===== config.mk =====
export PLATFORM = sky130hd
export DESIGN_NAME = channel_pipelined_adds
export DESIGN_NICKNAME = d
export VERILOG_FILES = /design/src/rtl/channel_pipelined_adds_pkg.sv /design/src/rtl/channel_add_stage.sv /design/src/rtl/channel_pipelined_adds.sv
export SDC_FILE = /design/constraint.sdc
export NUM_CORES = 1
export LEC_CHECK = 0
export ABC_AREA = 1
export BUFFER_PORTS_ARGS = -buffer_cell sky130_fd_sc_hd__buf_4
export CAP_MARGIN = 15
export CELL_PAD_IN_SITES_DETAIL_PLACEMENT = 1
export CELL_PAD_IN_SITES_GLOBAL_PLACEMENT = 1
export CORE_MARGIN = 10
export CORE_UTILIZATION = 32
export DETAILED_ROUTE_END_ITERATION = 8
export MAX_ROUTING_LAYER = met4
export PLACE_DENSITY_LB_ADDON = 0.2
export RECOVER_POWER = 50
export REMOVE_ABC_BUFFERS = 1
export SLEW_MARGIN = 10
export SYNTH_ARGS = -nofsm -noshare
export SYNTH_HDL_FRONTEND = slang
export SYNTH_SLANG_ARGS = --single-unit

===== constraint.sdc =====
create_clock -name clk -period 1.4 [get_ports clk]
set_clock_uncertainty 0.05 [all_clocks]
set_input_delay 0.21 -clock clk [delete_from_list [all_inputs] [get_ports clk]]
set_output_delay 0.21 -clock clk [all_outputs]
set_load 0.05 [all_outputs]

===== src/rtl/channel_pipelined_adds_pkg.sv =====
// Shared defaults and types for the channel_pipelined_adds datapath slice.
package channel_pipelined_adds_pkg;

    localparam int DATA_WIDTH_DEF = 16;
    localparam int STAGE_INCR_DEF = 1;
    localparam int NUM_STAGES     = 2;

    typedef logic [DATA_WIDTH_DEF-1:0] data_t;

    localparam data_t RESET_VALUE = '0;

endpackage


===== src/rtl/channel_add_stage.sv =====
// Combinational channel stage: adds a constant to the data and passes the valid through.
module channel_add_stage #(
    parameter int DATA_WIDTH = 16,
    parameter int INCR       = 1
) (
    input  logic                  in_valid,
    input  logic [DATA_WIDTH-1:0] in_data,
    output logic                  out_valid,
    output logic [DATA_WIDTH-1:0] out_data
);

    // Carry out of the stage is discarded: modulo 2^DATA_WIDTH.
    assign out_data  = in_data + DATA_WIDTH'(INCR);
    assign out_valid = in_valid;

endmodule


===== src/rtl/channel_pipelined_adds.sv =====
// Valid-qualified +2 datapath: two chained add stages feeding a single enabled output register.
module channel_pipelined_adds
    import channel_pipelined_adds_pkg::*;
#(
    parameter int DATA_WIDTH = DATA_WIDTH_DEF,
    parameter int STAGE_INCR = STAGE_INCR_DEF
) (
    input  logic                  clk,
    input  logic                  rst,
    input  logic                  in_valid,
    input  logic [DATA_WIDTH-1:0] in_data,
    output logic [DATA_WIDTH-1:0] result
);

    logic [NUM_STAGES:0]                 stage_valid;
    logic [NUM_STAGES:0][DATA_WIDTH-1:0] stage_data;
    logic [DATA_WIDTH-1:0]               result_reg;

    assign stage_valid[0] = in_valid;
    assign stage_data[0]  = in_data;

    genvar gi;
    generate
        for (gi = 0; gi < NUM_STAGES; gi++) begin : g_stage
            channel_add_stage #(
                .DATA_WIDTH (DATA_WIDTH),
                .INCR       (STAGE_INCR)
            ) u_stage (
                .in_valid  (stage_valid[gi]),
                .in_data   (stage_data[gi]),
                .out_valid (stage_valid[gi+1]),
                .out_data  (stage_data[gi+1])
            );
        end
    endgenerate

    // Reset wins over a valid sample; the data path is only sampled when valid,
    // so don't-care input data never reaches the register.
    always_ff @(posedge clk) begin
        if (!rst) begin
            result_reg <= DATA_WIDTH'(RESET_VALUE);
        end else if (stage_valid[NUM_STAGES]) begin
            result_reg <= stage_data[NUM_STAGES];
        end
    end

    assign result = result_reg;

endmodule


* After elaboration in Yosys (flattened, before gate mapping) *
Cells that the tools add are included.

storage, ports and cells
  flip-flop bits (word level) = 16
  bits of input ports = 19
  output and inout port bits = 16
  logic and storage cells = 3

operators by class
  add/subtract/negate cells = 2

operator list
  cell                                           count
  adder 16 x 1 -> 16 bit, second input constant  2

* Logic depth before layout (Yosys ltp) *
Gate-level depths: netlist (run 1).

  depth after elaboration = 2
  mapped depth = 8

* Modules after synthesis *
From an unflattened synthesis (run 1), not the netlist that was laid out.

unflattened totals
  cells, all modules = 247
  area total of the unflattened synthesis = 1485.2 um^2

by module, submodules not included
  module                  instances  cells each  area an instance (um^2)
  channel_add_stage       2          73          405.4
  channel_pipelined_adds  1          101         674.4

* Least setup slack after synthesis (run 1) *
OpenSTA, ideal clock, no wires.

  path kind = in2reg
  from = input port in_data[1]
  to = register result_reg[11], in the netlist result[11]
  setup time = 0.109 ns
  data arrival time = 0.933 ns
  required time = 1.241 ns
  path slack = 0.309 ns
  stages = 8
  cells stage by stage = ha_1 > nand2_1 > nor2_2 > nand2_2 > o21bai_1 > nand3_1 > nand2_1 > inv_1

on the way
  cells in the longest elaborated chain, start to end = 2

ends and longest elaborated chain
  element                               line                          source
  from (decl)                           channel_pipelined_adds.sv:11  input logic [DATA_WIDTH-1:0] in_data,
  adder 16 x 1 -> 16 bit (2 in series)  channel_add_stage.sv:13       assign out_data = in_data + DATA_WIDTH'(INCR);
  to (signal assigned)                  channel_pipelined_adds.sv:41  result_reg <= DATA_WIDTH'(RESET_VALUE);
  to (signal assigned)                  channel_pipelined_adds.sv:43  result_reg <= stage_data[NUM_STAGES];
  to (decl)                             channel_pipelined_adds.sv:17  logic [DATA_WIDTH-1:0] result_reg;

Every way passes these cells.
A chain may end at the register's enable or synchronous reset.

* Worst setup path after layout (run 1) *
  from = register result_reg[7], in the netlist result[7]
  to = output port result[7]

RTL lines
  element    line                          source
  to (decl)  channel_pipelined_adds.sv:12  output logic [DATA_WIDTH-1:0] result

No word-level cell between the ends.

==> flow_summary_export.csv, run 1 <==
group,metric,value,unit
run_status,status,"completed",
power_and_ir_drop,pwr_density_cell,901.1,nW/um2
placement,dp.cells,214,
sta,finalMaxSlewViolations,0,
sta,max_freq,0.8607,GHz
power_and_ir_drop,p_comb_frac,0.319,
synth,ys_ff_latch,16,
global_route,overflow,0,
worst_setup_path,end_kind,"output port",
clock_network,clockBufferDepth,2,
worst_setup_path,slowest_delay,340,ps
synth,ys_types,17,
placement,pre_cts_slack,-2.807,ps
drt,drtIter0Drc,26,
drt,wl_per_cell,13.32,um
finish,multiInputGateArea,508.0,um2
clock_network,path_clk_slew,90,ps
die,fp-row-count,19,
sta,fin_crit_sh,0.8299,
power_and_ir_drop,sw_frac_of_total,0.3622,
placement,gp_congestion,0.8065,
power_and_ir_drop,p_int,703.2,uW
die,dieArea,5611,um2
finish,layout_common_cells,"nor2_1, nand2_1, buf_4",
clock_network,cts-root-buf,"clkbuf_4",
synth,synth.area.top_cells,"dfxtp_1, nor2_1, nand2_1, inv_1, nand3_1",
clock_network,cts_hold_buf,0,
sta,setup_viol,0,
die,die_height,74.91,um
sta,whs,76.03,ps
sta,setup_slack,238.2,ps
drt,via_per_inst,4.631,
drt,antenna_left,0,
worst_setup_path,crit_chain,"clkbuf_2",
worst_setup_path,crit_family,"flip-flops",
flow_run,maxCapViolCount,0,
synth,synthFlopType,"dfxtp_1",
clock_network,cts_tree,"done",
finish,final_common_cell,"nor2_1",
sta,maxSlewHeadroom,0.6423,
clock_network,cts_buffers,3,
drt,first_pass_iters,4,
finish,ff_latch_area,320.3,um2
sta,max_slew.worst_pin.slew,536.6,ps
power_and_ir_drop,leakagePower,0.6782,nW
die,initial_core_util,0.3410,
power_and_ir_drop,switching_power,399.4,uW
global_route,antenna_found_initial,0,
worst_setup_path,critical_path_class,"register to output port",
sta,finalCriticalPeriod,1162,ps
synth,synthArstFlopShare,0,
clock_network,post_cts_buffers,0,
sta,finalHoldViolCount,0,
clock_network,numClockSinks,16,
drt,drt_wl_total,2890,um
worst_setup_path,crit_arrival,900,ps
die,ios,35,
clock_network,cts.repair.resized,0,
synth,yosys_warnings,0,
synth,ys_seq_area_frac,0.3320,
finish,fillers,391,
finish,antenna_cells,0,
worst_setup_path,critPathBufInv,1,
sta,rsz0062_at_grt,"no",
synth,synthCells,153,
global_route,grt_pass1_wl,4843,um
power_and_ir_drop,p_seq_frac,0.458,
global_route,grt_max_degree,29,
placement,port_buffers,34,
placement,hpwl,2369,um
synth,synth_top_area_cell,"dfxtp_1",
sta,finalSetupTns,0,ps
worst_setup_path,required,1140,ps
finish,largest_reg_flops,16,
clock_network,h-tree-depth,1,
synth,synth_area,964.7,um2
synth,syn_area_per_cell,6.305,um2
synth,synth_top_area_frac,0.3320,
worst_setup_path,setup.worst_path.start_class,"register",
power_and_ir_drop,clockPowerShare,0.223,
finish,fin_cells,217,
worst_setup_path,slowest_stage,"dfxtp_1",
finish,drive_above_1_share,0.2151,
drt,vias,1005,
worst_hold_path,hold_class,"input pin to register",
finish,final_nets,208,
die,die_w,74.91,um
power_and_ir_drop,vdd_ir_drop_max,0.0004025,V
drt,drc_errors,0,
global_route,grtUsageTotal,0.1127,
clock_network,clk_latency,280,ps
synth,synth_edf_count,0,
die,core_area,2829,um2
global_route,grt_pass1_vias,1058,
worst_setup_path,path_max_fanout,2,
finish,area_delta_synth_final,26.85,%
## layout make-up
type / instances / area share
inverter: 25 / 0.07669
clock buffer: 3 / 0.01840
sequential: 16 / 0.2618
tap: 31 / 0.03170
multi-input combinational: 108 / 0.4151
timing repair buffer: 34 / 0.1963
## cell usage after synthesis, types with 2 or more instances
cell      count
xor2_1        4
nand2_1      30
buf_2         2
nor2_2        6
xnor2_1       3
o21bai_1      2
dfxtp_1      16
nor2_1       35
nand3_1      12
nand4_1       6
inv_1        25
o21ai_0       6
nand2_2       2
## per-stage QoR
step	instance area, um2	utilization	power, mW
after global routing	1224	0.4326	1.174
after CTS	1246	0.4405	1.132
after detailed placement	1224	0.4326	0.8789
after global placement	1224	0.4326	0.8690
final	1224	0.4326	1.103
after floorplan	929.6	-	0.7323
## cells by family (layout without fill, tap and decap cells)
family | after synthesis | in the layout | share of synthesized area
buffers and inverters | 29 | 62 | 0.1336
adder cells (fa/ha/maj) | 1 | 1 | 0.01297
flip-flops | 16 | 16 | 0.3320
AO/OA/AOI/OAI | 9 | 9 | 0.05187
AND/OR/NAND/NOR | 91 | 91 | 0.4060
XOR/XNOR | 7 | 7 | 0.06356
## worst paths after layout
| path | startpoint | end | slack, ps | depth (start not counted) |
|---|---|---|---|---|
| setup / recovery | result[7]$_SDFFE_PN0P_ | result[7] | 240 | 1 |
| hold / removal | in_data[1] | result[1]$_SDFFE_PN0P_ | 80 | 2 |
| setup reg to reg | result[4]$_SDFFE_PN0P_ | result[4]$_SDFFE_PN0P_ | 650 | 4 |
| hold reg to reg | result[1]$_SDFFE_PN0P_ | result[1]$_SDFFE_PN0P_ | 480 | 2 |
## power by group through the flow
stage               Clock (mW)  Combinational (mW)  Sequential [mW]
CTS                      0.261               0.366            0.505
global placement             0               0.356            0.513
finish                   0.246               0.352            0.505
floorplan                    0               0.104            0.629
global route             0.277               0.387            0.509
detailed placement           0               0.364            0.515
## routing by layer
layer  track usage  routed length (um)
met3       0.03417                 181
met5             -                   0
met4       0.04202                  65
met2        0.1838                1382
met1        0.1269                1259
(Power assumes the default switching activity.)
==> run 2: changes to the inputs <==
Clock period 1.4 ns to 1.2 ns, I/O delays scaled along.
==> flow_summary_export.csv, run 2 (same netlist as run 1, synthesis figures left out) <==
group,metric,value,unit
run_status,status,"completed",
sta,maxSlewHeadroom,0.6562,
global_route,overflow,0,
finish,final_area,1272,um2
finish,antenna_cells,0,
sta,finalCriticalPeriod,1121,ps
worst_setup_path,required,970,ps
worst_setup_path,critPathBufInv,1,
sta,setup_slack,78.68,ps
placement,dp.cells,220,
clock_network,h-tree-depth,1,
clock_network,clk_latency,280,ps
clock_network,cts_tree,"done",
clock_network,path_clk_slew,90,ps
worst_setup_path,crit_chain,"clkbuf_2",
worst_setup_path,path_max_fanout,2,
finish,fin_cells,223,
die,die_w,74.91,um
clock_network,post_cts_buffers,0,
drt,first_pass_iters,4,
worst_setup_path,critical_path_class,"register to output port",
drt,wl_per_cell,12.87,um
worst_setup_path,setup.worst_path.start_class,"register",
global_route,grtUsageTotal,0.1149,
global_route,antenna_found_initial,0,
die,core_area,2829,um2
sta,whs,95.85,ps
power_and_ir_drop,power,1.300,mW
clock_network,numClockSinks,16,
power_and_ir_drop,leakagePower,0.7091,nW
finish,layout_common_cells,"nor2_1, buf_4, nand2_1",
drt,via_per_inst,4.704,
sta,setup_viol,0,
placement,place_area,1269,um2
power_and_ir_drop,pwr_density_cell,1022,nW/um2
drt,vias,1049,
worst_setup_path,end_kind,"output port",
finish,largest_reg_flops,16,
worst_hold_path,hold_class,"input pin to register",
drt,antenna_left,0,
placement,port_buffers,34,
clock_network,clockBufferDepth,2,
finish,area_delta_synth_final,31.91,%
global_route,grt_max_degree,29,
worst_setup_path,slowest_delay,330,ps
sta,finalSetupTns,0,ps
die,ios,35,
worst_setup_path,slowest_stage,"dfxtp_1",
die,die_height,74.91,um
worst_setup_path,crit_arrival,890,ps
die,initial_core_util,0.3410,
die,dieArea,5611,um2
sta,rsz0062_at_grt,"no",
finish,drive_above_1_share,0.2396,
finish,final_util,0.4498,
drt,drt_wl_total,2869,um
sta,max_freq,0.8918,GHz
placement,pre_cts_slack,-101.2,ps
finish,multiInputGateArea,505.5,um2
clock_network,cts.repair.resized,0,
worst_setup_path,crit_family,"flip-flops",
drt,drc_errors,0,
sta,fin_crit_sh,0.9344,
finish,final_nets,214,
die,fp-row-count,19,
sta,finalMaxSlewViolations,0,
placement,hpwl,2465,um
clock_network,cts_hold_buf,0,
finish,ff_latch_area,320.3,um2
flow_run,maxCapViolCount,0,
power_and_ir_drop,vdd_ir_drop_max,0.0004908,V
drt,drtIter0Drc,32,
sta,max_slew.worst_pin.slew,515.7,ps
finish,fillers,404,
clock_network,cts_buffers,3,
sta,finalHoldViolCount,0,
clock_network,cts-root-buf,"clkbuf_4",
global_route,grt_pass1_vias,1130,
global_route,grt_pass1_wl,5002,um
placement,gp_congestion,0.7971,
[run 2: worst register-to-register path, cell delays in order, from the launching register on]
cell	delay [ps]
dfxtp_1	330
nor2_1	80
nor2_1	50
o21ai_0	60
inv_1	60
[run 2: power by group]
part / switching, mW / leakage [nW] / internal [mW]
Sequential: 0.0196 / 0.133 / 0.570
Clock: 0.169 / 0.0138 / 0.117
Combinational: 0.277 / 0.562 / 0.149
[run 2: cell type report]
type	count	share of cell area
Clock buffer	3	0.01770
Sequential cell	16	0.2517
Timing Repair Buffer	40	0.2291
Inverter	25	0.07375
Multi-Input combinational cell	108	0.3972
Tap cell	31	0.03048
[run 2: layer usage]
metal  GRT usage  share of wire  vias to the layer above
met4     0.03782          0.013                        0
li1            -              -                      547
met1      0.1237           0.42                      477
met5           -              0                        -
met2      0.2000           0.50                       20
met3     0.03022          0.062                        5
[run 2: final timing paths]
kind	from	end	slack (ps)	cells after the start
worst max-delay path	result[1]$_SDFFE_PN0P_	result[1]	80	1
worst min-delay path	in_data[0]	result[0]$_SDFFE_PN0P_	100	3
worst max register to register	result[4]$_SDFFE_PN0P_	result[4]$_SDFFE_PN0P_	470	4
worst min register to register	result[2]$_SDFFE_PN0P_	result[2]$_SDFFE_PN0P_	470	2
==> run 3: changes to the inputs <==
Settings changed: ABC_AREA 1 to not set, CORE_UTILIZATION 32 to 33.
==> flow_summary_export.csv, run 3 <==
group,metric,value,unit
run_status,status,"completed",
power_and_ir_drop,p_int,917.0,uW
worst_setup_path,path_depth,4,
clock_network,cts_tree,"done",
clock_network,cts.repair.resized,0,
worst_setup_path,critPathBufInv,1,
finish,final_area,1290,um2
clock_network,cts-root-buf,"clkbuf_4",
worst_setup_path,path_max_fanout,14,
die,die_w,70.96,um
power_and_ir_drop,p_comb_frac,0.311,
worst_setup_path,rr_endpoint,"result[15]$_SDFFE_PN0P_",
finish,final_nets,174,
flow_run,maxCapViolCount,0,
die,core_area,2477,um2
worst_setup_path,cp-startpoint,"in_data[4]",
drt,antenna_left,0,
worst_setup_path,crit_chain,"clkbuf_1 > nand4_4 > or4_1 > a31oi_1",
synth,ys_ff_latch,16,
clock_network,numClockSinks,16,
drt,drt_wl_total,2849,um
synth,yosys_warnings,0,
power_and_ir_drop,leakagePower,0.5406,nW
synth,synth_compound_area_frac,0.2584,
synth,synthArstFlopShare,0,
finish,antenna_cells,0,
power_and_ir_drop,switching_power,462.9,uW
sta,finalMaxSlewViolations,0,
finish,multiInputGateArea,501.7,um2
power_and_ir_drop,sw_frac_of_total,0.3355,
die,initial_core_util,0.3460,
synth,synth_common_cells,"dfxtp_1, o21ai_0, a211oi_1, nand3_1",
worst_setup_path,required,1370,ps
sta,rsz0062_at_grt,"no",
die,ios,35,
sta,maxSlewHeadroom,0.7988,
sta,max_slew.worst_pin.slew,301.9,ps
clock_network,path_clk_slew,100,ps
finish,drive_above_1_share,0.3529,
die,die_height,70.96,um
finish,area_delta_synth_final,50.51,%
synth,synth_top_area_cell,"dfxtp_1",
synth,synth_area,857.1,um2
worst_setup_path,crit_family,"simple AND/OR/NAND/NOR gates",
power_and_ir_drop,p_seq_frac,0.426,
clock_network,post_cts_buffers,0,
synth,syn_area_per_cell,8.403,um2
clock_network,clockBufferDepth,2,
clock_network,cts_buffers,3,
worst_setup_path,slowest_delay,550,ps
drt,drc_errors,0,
finish,largest_reg_flops,16,
worst_setup_path,slowest_stage,"or4_1",
global_route,overflow,0,
sta,fin_crit_sh,0.9140,
synth,ys_types,27,
power_and_ir_drop,clockPowerShare,0.263,
sta,finalHoldViolCount,0,
synth,synth_edf_count,0,
power_and_ir_drop,vdd_ir_drop_max,0.0006177,V
placement,port_buffers,34,
drt,wl_per_cell,15.57,um
global_route,grtUsageTotal,0.1110,
worst_setup_path,end_kind,"register",
global_route,grt_pass1_vias,999,
synth,synth_xor_area_frac,0.03066,
global_route,grt_max_degree,35,
power_and_ir_drop,power,1.380,mW
synth,synth.area.top_cells,"dfxtp_1, o21ai_0, a211oi_1, a31oi_1, nand3_1",
worst_setup_path,setup.worst_path.start_class,"input pin",
synth,synthCells,102,
synth,yosysMostFrequentCell,"dfxtp_1",
worst_setup_path,r2r_slack,420,ps
drt,drtIter0Drc,31,
drt,vias,976,
power_and_ir_drop,pwr_density_cell,1070,nW/um2
worst_setup_path,r2r-start,"result[15]$_SDFFE_PN0P_",
synth,synthFlopType,"dfxtp_1",
worst_setup_path,crit_arrival,1270,ps
synth,synth_top_area_frac,0.3737,
global_route,antenna_found_initial,0,
synth,ys_seq_area_frac,0.3737,
clock_network,h-tree-depth,1,
clock_network,cts_hold_buf,0,
finish,fillers,335,
finish,final_common_cell,"buf_4",
finish,layout_common_cells,"buf_4, dfxtp_1, o21ai_0",
drt,first_pass_iters,4,
drt,via_per_inst,5.333,
placement,gp_congestion,0.7851,
global_route,grt_pass1_wl,4581,um
sta,max_freq,0.9118,GHz
finish,ff_latch_area,320.3,um2
placement,place_area,1265,um2
die,dieArea,5035,um2
clock_network,clk_latency,280,ps
sta,setup_viol,0,
worst_setup_path,critical_path_class,"input pin to register",
finish,final_util,0.5207,
synth,synth_top_family_by_area,"compound AO/OA/AOI/OAI gates",
sta,setup_slack,103.2,ps
die,fp-row-count,18,
synth,muxShareOfSynthArea,0.02336,
placement,hpwl,2290,um
synth,synthAdderAreaFrac,0.01460,
sta,finalCriticalPeriod,1097,ps
worst_hold_path,hold_class,"input pin to register",
worst_setup_path,endpoint,"result[11]$_SDFFE_PN0P_",
synth,yosys.area_share.simple,0.2584,
placement,pre_cts_slack,-168.5,ps
worst_setup_path,ff2ff_path_depth,2,
## run 3: layout make-up
class                      count  area share
inverter                       4     0.01164
clock buffer                   4     0.02813
timing repair buffer          52      0.2939
tap                           30     0.02910
sequential                    16      0.2483
multi-input combinational     77      0.3889
## run 3: cells by family (layout without fill, tap and decap cells)
| logic type | after synthesis | after routing |
|---|---|---|
| simple gates | 38 | 38 |
| compound gates | 33 | 33 |
| flops | 16 | 16 |
| buf+inv | 9 | 60 |
| xor+xnor | 3 | 3 |
| mux | 2 | 2 |
| fa+ha+maj | 1 | 1 |
## run 3: power groups by stage
stage          sequential [mW]  combinational [mW]  clock [mW]
3_3_place_gp             0.598               0.427           0
4_1_cts                  0.588               0.439       0.376
5_1_grt                  0.594               0.462       0.412
2_1_floorplan            0.730              0.0906           0
6_report                 0.587               0.430       0.363
3_5_place_dp             0.600               0.439           0
## run 3: worst reg2reg max path, stage by stage (launching register included)
cell and delay (ps):
dfxtp_1 360, o21ai_0 100, a211oi_1 200
## run 3: worst min-delay path by stage
stage                          start                      to  slack [ps]  cells past startpoint
final                     in_data[1]  result[1]$_SDFFE_PN0P_          70                      2
after floorplan             in_valid  result[1]$_SDFFE_PN0P_         220                      1
after detailed placement  in_data[1]  result[1]$_SDFFE_PN0P_         370                      2
after global routing      in_data[1]  result[1]$_SDFFE_PN0P_          60                      2
after CTS                 in_data[1]  result[1]$_SDFFE_PN0P_          60                      2
after global placement    in_data[1]  result[1]$_SDFFE_PN0P_         350                      2
## run 3: metrics by stage
| step | cells | hold WS, ps | TNS (ps) |
|---|---|---|---|
| after global routing | 183 | 61.55 | 0 |
| after floorplan | 97 | 224.6 | 0 |
| after global placement | 179 | 351.8 | -596.6 |
| final | 183 | 71.12 | 0 |
| after CTS | 183 | 56.35 | 0 |
| after detailed placement | 179 | 368.8 | -961.5 |
## run 3: metal layers
metal	vias up	global-route usage	share of wire
li1	498	-	-
met1	453	0.1295	0.45
met2	21	0.1761	0.48
met3	4	0.03347	0.057
met4	0	0.03871	0.010
met5	-	-	0
